--- src/rtl/flag_pkg.sv ---
// Shared constants, state encoding and the per-byte decode transform for the flag receive path.
// Combinational helpers only; no latency and no flow control live here.
package flag_pkg;

  localparam int          FLAG_BYTES_DEFAULT = 24;
  localparam logic [63:0] FLAG_PREFIX        = "shc2024{";
  localparam logic [7:0]  FLAG_SUFFIX        = "}";

  typedef enum logic [1:0] {
    IDLE    = 2'd0,
    COLLECT = 2'd1,
    DONE    = 2'd2
  } state_t;

  // Inverse of the encoder transform enc = (plain ^ key) + idx, all mod 256.
  function automatic logic [7:0] decode_byte(input logic [7:0] enc_byte,
                                             input logic [7:0] key,
                                             input logic [7:0] idx);
    return (enc_byte - idx) ^ key;
  endfunction

endpackage

--- src/rtl/flag_byte_decode.sv ---
// Single-byte inverse of the encoder transform: plain = (in_byte - idx) ^ key.
// Purely combinational, zero latency; no handshake.
module flag_byte_decode
  import flag_pkg::*;
(
  input  logic [7:0] in_byte,
  input  logic [7:0] key,
  input  logic [7:0] idx,
  output logic [7:0] plain
);

  assign plain = decode_byte(in_byte, key, idx);

endmodule

--- src/rtl/flag_decoder.sv ---
// Decodes the encoded byte stream and reassembles a FLAG_BYTES-byte flag; flag_valid rises on the final accept edge.
// Backpressure: in_ready drops while a completed frame waits in DONE for flag_ack; in_valid low simply stalls.
// Optional FLAG_FORMAT_CHECK_EN adds format_ok (prefix "shc2024{" and suffix "}" check on completion).
module flag_decoder
  import flag_pkg::*;
#(
  parameter int FLAG_BYTES = FLAG_BYTES_DEFAULT,
  parameter int CNT_W      = $clog2(FLAG_BYTES)
) (
  input  logic                    clk,
  input  logic                    reset,
  input  logic [7:0]              key,
  input  logic [7:0]              in_byte,
  input  logic                    in_valid,
  output logic                    in_ready,
  output logic [FLAG_BYTES*8-1:0] flag_out,
  output logic                    flag_valid,
  input  logic                    flag_ack,
  output logic                    busy,
`ifdef FLAG_FORMAT_CHECK_EN
  output logic                    format_ok,
`endif
  output logic [CNT_W-1:0]        byte_idx
);

  localparam int               W        = FLAG_BYTES * 8;
  localparam logic [CNT_W-1:0] LAST_IDX = CNT_W'(FLAG_BYTES - 1);

  state_t           state, state_nxt;
  logic [CNT_W-1:0] idx_nxt;
  logic [7:0]       idx8;
  logic [7:0]       plain;
  logic             accept;
  logic             complete;

  // Only the lower W-8 bits are ever kept: the top byte of the assembled
  // value is produced on the completing beat and goes straight to flag_out.
  logic [W-9:0]     shift_q;
  logic [W-1:0]     shift_nxt;

  assign idx8      = 8'(byte_idx);
  assign accept    = in_valid && in_ready;
  assign shift_nxt = {shift_q, plain};

  flag_byte_decode u_byte_decode (
    .in_byte (in_byte),
    .key     (key),
    .idx     (idx8),
    .plain   (plain)
  );

  always_comb begin
    state_nxt  = state;
    idx_nxt    = byte_idx;
    in_ready   = 1'b0;
    busy       = 1'b0;
    flag_valid = 1'b0;
    complete   = 1'b0;
    case (state)
      IDLE: begin
        in_ready = 1'b1;
        if (in_valid) begin
          idx_nxt   = CNT_W'(1);
          state_nxt = COLLECT;
        end
      end
      COLLECT: begin
        in_ready = 1'b1;
        busy     = 1'b1;
        if (in_valid) begin
          if (byte_idx == LAST_IDX) begin
            complete  = 1'b1;
            idx_nxt   = '0;
            state_nxt = DONE;
          end else begin
            idx_nxt = byte_idx + CNT_W'(1);
          end
        end
      end
      DONE: begin
        flag_valid = 1'b1;
        if (flag_ack) state_nxt = IDLE;
      end
      default: state_nxt = IDLE;
    endcase
  end

  always_ff @(posedge clk) begin
    if (reset) begin
      state    <= IDLE;
      byte_idx <= '0;
      shift_q  <= '0;
      flag_out <= '0;
    end else begin
      state    <= state_nxt;
      byte_idx <= idx_nxt;
      if (accept)   shift_q  <= shift_nxt[W-9:0];
      if (complete) flag_out <= shift_nxt;
    end
  end

`ifdef FLAG_FORMAT_CHECK_EN
  logic fmt_match;

  assign fmt_match = (shift_nxt[W-1 -: 64] == FLAG_PREFIX) &&
                     (shift_nxt[7:0] == FLAG_SUFFIX);

  always_ff @(posedge clk) begin
    if (reset)         format_ok <= 1'b0;
    else if (complete) format_ok <= fmt_match;
  end
`endif

endmodule

--- config.mk ---
export PLATFORM = sky130hd
export DESIGN_NAME = flag_decoder
export DESIGN_NICKNAME = d
export VERILOG_FILES = /design/src/rtl/flag_pkg.sv /design/src/rtl/flag_byte_decode.sv /design/src/rtl/flag_decoder.sv
export SDC_FILE = /design/constraint.sdc
export NUM_CORES = 1
export LEC_CHECK = 0
export CAP_MARGIN = 10
export CORE_AREA = 10 10 169 171
export CTS_BUF_LIST = sky130_fd_sc_hd__clkbuf_8
export DETAILED_ROUTE_END_ITERATION = 10
export DIE_AREA = 0 0 179 181
export GPL_TIMING_DRIVEN = 0
export PLACE_DENSITY_LB_ADDON = 0.12
export SYNTH_ARGS = -nofsm -noshare
export SYNTH_HDL_FRONTEND = slang
export SYNTH_SLANG_ARGS = --single-unit
export TNS_END_PERCENT = 30
--- constraint.sdc ---
create_clock -name clk -period 2.2 [get_ports clk]
set_input_delay 0.44 -clock clk [delete_from_list [all_inputs] [get_ports clk]]
set_output_delay 0.44 -clock clk [all_outputs]
set_load 0.02 [all_outputs]
==> impl_metrics.env <==
export IMPL_crit_arrival_ns=1.69
export IMPL_drcViolationCount=0
export IMPL_async_flop_share=0
export IMPL_hold_viol_final=0
export IMPL_syn_inst=1717
export IMPL_die_h_microns=181
export IMPL_synth_top_area_cell="dfxtp_1"
export IMPL_min_path_type="register to register"
export IMPL_clockBufferDepth=3
export IMPL_netlist_area_leader_share=0.5630
export IMPL_io_pins=220
export IMPL_postRouteWirelength_microns=38190
export IMPL_cts_buffers=57
export IMPL_worstMarginPinSlew_ns=0.7065
export IMPL_grt_pass1_wl_microns=59760
export IMPL_cts_root_buffer="clkbuf_8"
export IMPL_cp_end_kind="output pin"
export IMPL_slowest_stage="clkdlybuf4s50_1"
export IMPL_grt_remaining_overflow=0
export IMPL_synth_area_per_cell_sq_um=7.931
export IMPL_setup_ws_ns=0.07227
export IMPL_grt_max_degree=15
export IMPL_die_w_microns=179
export IMPL_cts_tree="done"
export IMPL_drtPass1Iterations=5
export IMPL_ys_flop_type="dfxtp_1"
export IMPL_dpl_instance_area_sq_mm=0.01622
export IMPL_avgRoutedWirePerCell_microns=16.12
export IMPL_coreArea_sq_mm=0.02504
export IMPL_area_delta_synth_final_pct=27.61
export IMPL_drive_above_1_share=0.07220
export IMPL_antenna_found_initial=9
export IMPL_drt_initial_drc_count=692
export IMPL_dp_cells=2266
export IMPL_die_area_sq_mm=0.03240
export IMPL_std_cell_rows=58
export IMPL_ys_warnings_count=0
export IMPL_cp_top_family="buffers and inverters"
export IMPL_start_kind="register"
export IMPL_worstPathRequired_ns=1.76
export IMPL_max_stage_delay_ns=0.69
export IMPL_finalSetupViolations=0
export IMPL_num_vias=12320
export IMPL_status="complete, no violations"
export IMPL_skew_ns=0.03000
export IMPL_hpwlAfterDp_microns=27850
export IMPL_worstSkewPairLatency_ns=0.60
export IMPL_netlist_cell_type_count=35
export IMPL_place_ws_ns=-0.5983
export IMPL_ant_nets=0
export IMPL_final_area_sq_mm=0.01738
export IMPL_p_leak_nw=5.779
export IMPL_h_tree_depth=2
export IMPL_stdcell_count=2369
export IMPL_fin_crit_ns=2.128
export IMPL_peakVddDrop_v=0.0004706
export IMPL_hold_slack_ns=0.4504
export IMPL_synth_nets=1744
export IMPL_finalCritPeriodShare=0.9672
export IMPL_synth_edf_count=0
export IMPL_ys_seq_area_frac=0.5630
export IMPL_track_usage=0.2244
export IMPL_maxCapViolations=0
export IMPL_slew_headroom=0.5290
export IMPL_holdBufCountCts=0
export IMPL_cts_reportedPaths_clkPinSlew_ns=0.06
export IMPL_cts_sinks=383
export IMPL_p_total_mw=13.09
export IMPL_vias_per_cell=5.201
export IMPL_io_buffers=219
export IMPL_start_util=0.5439
export IMPL_nets=2022
export IMPL_cp_max_fo=5
export IMPL_grt_pass1_vias=11800
export IMPL_p_per_area_mw_per_mm2=753.2
export IMPL_cp_cell_sequence="clkdlybuf4s50_1"
export IMPL_crit_buf_inv=1
export IMPL_r2r_slack_ns=0.17
export IMPL_critical_path_class="register to output pin"
export IMPL_synth_seq_cells=383
export IMPL_place_gp_congestion=0.9046
export IMPL_netlist_area_sq_mm=0.01362
export IMPL_synth_area_leaders="dfxtp_1 56%, nand2_1 20%, a21oi_1 14%"
export IMPL_drv_slew=0
export IMPL_rsz0062_at_grt="yes"
export IMPL_max_freq_ghz=0.4700
placed cells by master (no fill, tap or decap), types with 6 or more instances in the layout:
cell,n
clkbuf_8,74
nand3_1,10
ha_1,6
dfxtp_1,382
o21ai_0,7
buf_2,38
o211ai_1,6
nor2_1,10
clkbuf_1,62
buf_6,18
clkdlybuf4s50_1,213
a21oi_1,371
nand2_1,736
or3_1,7
clkinv_2,9
inv_1,25
buf_1,8
xnor2_1,8
repair_timing:
item / 4_1_cts / 5_1_grt
resized for setup: 7 / 7
endpoints found under the hold margin: 0 / 0
buffers inserted: 0 / 0
setup endpoints to repair: 4 / 39
cloned: 0 / 0
through the flow:
| stage | setup TNS [ns] | utilization |
|---|---|---|
| floorplan | 0 | - |
| global placement | -102.21 | 0.6480 |
| detailed placement | -111.29 | 0.6480 |
| CTS | 0 | 0.6931 |
| global route | -0.03302 | 0.6940 |
| finish | 0 | 0.6941 |
Yosys cell counts, types with 8 or more instances:
library cell	count
xnor2_1	9
inv_1	9
nor2_1	10
buf_1	8
buf_2	38
a21oi_1	371
buf_6	18
nand2_1	736
dfxtp_1	383
nand3_1	10
clkbuf_1	64
registers in the layout, summed over array words and instances (netlist names):
signal / count
byte_idx: 5
state: 2
shift_q: 184
flag_out: 192
worst paths after layout:
check / start / cells past startpoint / endpoint
worst max-delay path: byte_idx[1] / 1 / byte_idx[1]
worst min-delay path: flag_out[98] / 2 / flag_out[98]
worst max register to register: byte_idx[0] / 7 / flag_out[189]
worst min register to register: flag_out[98] / 2 / flag_out[98]
power breakdown:
part | internal (mW) | switching (mW)
clock network | 2.99 | 2.65
registers | 6.96 | 0.0274
logic | 0.127 | 0.325
total | 10.1 | 3.01
cells by family after synthesis:
kind of cell               synth area share
xor gates and xnor gates           0.007075
AOI/OAI and AO/OA                    0.1522
adders and majority gates          0.006983
DFF                                  0.5630
and+or+nand+nor                      0.2190
buffers and inverters               0.05173
metal layers:
layer | track usage | routed length, microns | part of all wire | vias to the layer above
met5 | 0 | 69 | 0.0018 | -
met4 | 0.06947 | 816 | 0.021 | 10
met3 | 0.06922 | 3311 | 0.087 | 76
met2 | 0.3650 | 17720 | 0.46 | 395
met1 | 0.2773 | 16280 | 0.43 | 5716
li1 | - | - | - | 6123
cell type report:
class	count	area (sq um)
repair buffers	219	2195
diodes	3	7.507
flip-flops and latches	383	7669
inverters	9	33.78
clock buffers	74	1018
plain buffers	129	673.1
multi-input cells	1196	5256
fillers	2163	7659
clock inverters	26	112.6
well taps	330	412.9
Power figures use the tool's default switching activity.
==> RTL change: new RTL, config.mk and constraints unchanged <==
Build with the macro `FLAG_FORMAT_CHECK_EN` defined.
--- a/src/rtl/flag_decoder.sv
+++ b/src/rtl/flag_decoder.sv
@@ -1,6 +1,8 @@
 // Decodes the encoded byte stream and reassembles a FLAG_BYTES-byte flag; flag_valid rises on the final accept edge.
 // Backpressure: in_ready drops while a completed frame waits in DONE for flag_ack; in_valid low simply stalls.
 // Optional FLAG_FORMAT_CHECK_EN adds format_ok (prefix "shc2024{" and suffix "}" check on completion).
+`define FLAG_FORMAT_CHECK_EN
+
 module flag_decoder
   import flag_pkg::*;
 #(
Function (old outputs only; new: format_ok): same outputs for any inputs over 10 cycles, from zero or initial values and one cycle with reset high; that may be too few to reach the edited logic, so the function may still have changed.
==> RTL change against the unedited design <==
- design area grew 1.1%
- worst setup slack lost 0.098 ns
- sequential cell count grew 1
- count of clock-buffer cells in the layout shrank 3
- critical endpoint is now format_ok
- the run now ends with negative setup slack left
- synthesized area grew 0.52%
- wire length grew 2.0%
- total power shrank 0.29%
- clock power shrank 2%
- sequential share of layout area shrank 0.33 points
- combinational power grew 11%
- clock skew shrank 0.0070 ns
==> RTL change: results <==
{
  "status": "complete, but fails checks",
  "violations": "negative setup slack",
  "fin_setup_tns_ns": -0.0254,
  "cp.arrival_ns": 2.76,
  "placed_area_mm2": 0.0163,
  "ir_drop_mv": 0.539,
  "leakagePower_nw": 5.87,
  "synthTopCellsByArea": "dfxtp_1, nand2_1, a21oi_1",
  "hp-class": "primary input to register",
  "synthTopCellsByCount": "nand2_1, dfxtp_1, a21oi_1",
  "dpl.cell_count": 2288,
  "ys_types": 40,
  "seqAreaFraction_pct": 43.8,
  "seq_cell_count": 384,
  "worst_pin_slew_ns": 0.835,
  "clkCellAreaFrac_pct": 6.31,
  "nClkBuffers": 71,
  "drt_iter0_drc": 962,
  "cpMaxStageDelayCell": "fa_2",
  "cts_buffers": 56,
  "drive_above_1_share_pct": 8.43,
  "setup_viol": 1,
  "crit_path_max_fanout": 4,
  "synth_nets": 1766,
  "grt_pass1_vias": 12000,
  "finalNetCount": 2049,
  "buf_share_pct": 16.1,
  "crit_path_max_incr_delay_ns": 0.39,
  "setup_ws_ns": -0.0254,
  "dp_hpwl_um": 28400,
  "finalClockSkew_ns": 0.0230,
  "antenna_found_initial": 7,
  "cp_top_family": "simple AND/OR/NAND/NOR gates",
  "fin_cells": 2401,
  "routabilityCongestion": 0.901,
  "multi_input_area_mm2": 0.00547,
  "wire_per_inst_um": 16.2,
  "vias": 12500,
  "buffers": 354
}
## RTL change: cell count changes after synthesis, moves of 7 or more
cell and delta:
a21oi_1 +7, clkbuf_1 -7, buf_2 +29, buf_6 -18
nor2_1 +7
## RTL change: path summary, 6_finish.rpt
| check | from | endpoint | slack [ns] | depth (start not counted) |
|---|---|---|---|---|
| worst min register to register | flag_out[124] | flag_out[124] | 0.45 | 2 |
| worst max register to register | byte_idx[0] | format_ok | -0.03 | 9 |
| worst max-delay path | byte_idx[0] | format_ok | -0.03 | 9 |
| worst min-delay path | reset | format_ok | 0.25 | 3 |
## RTL change: timing repair
item | in CTS | in global routing
setup buffers | 0 | 6
endpoints found under the setup margin | 4 | 165
pin swaps | 0 | 8
cloned | 0 | 0
gates resized for setup | 6 | 26
## RTL change: where the power goes
group	internal [mW]	leakage, nW	switching, mW
Sequential	6.98	3.10	0.0283
Clock	2.90	0.653	2.64
Combinational	0.157	2.12	0.346
Total	10.0	5.87	3.02
## RTL change: cell families after synthesis
family,synth area share (%)
AO/OA/AOI/OAI,14.7
adder cells (fa/ha/maj),0.695
multiplexers,0.0731
AND/OR/NAND/NOR,23.1
flip-flops,56.2
XOR/XNOR,0.896
buffers and inverters,4.45
## RTL change: metal layers
| metal | part of all wire, % | track usage, % | up-vias | routed length (µm) |
|---|---|---|---|---|
| li1 | - | - | 6232 | - |
| met1 | 44 | 29.2 | 5833 | 17000 |
| met2 | 45 | 36.0 | 380 | 17600 |
| met3 | 8.5 | 6.28 | 81 | 3290 |
| met4 | 2.6 | 7.51 | 2 | 1030 |
| met5 | 0.033 | 0 | - | 13 |
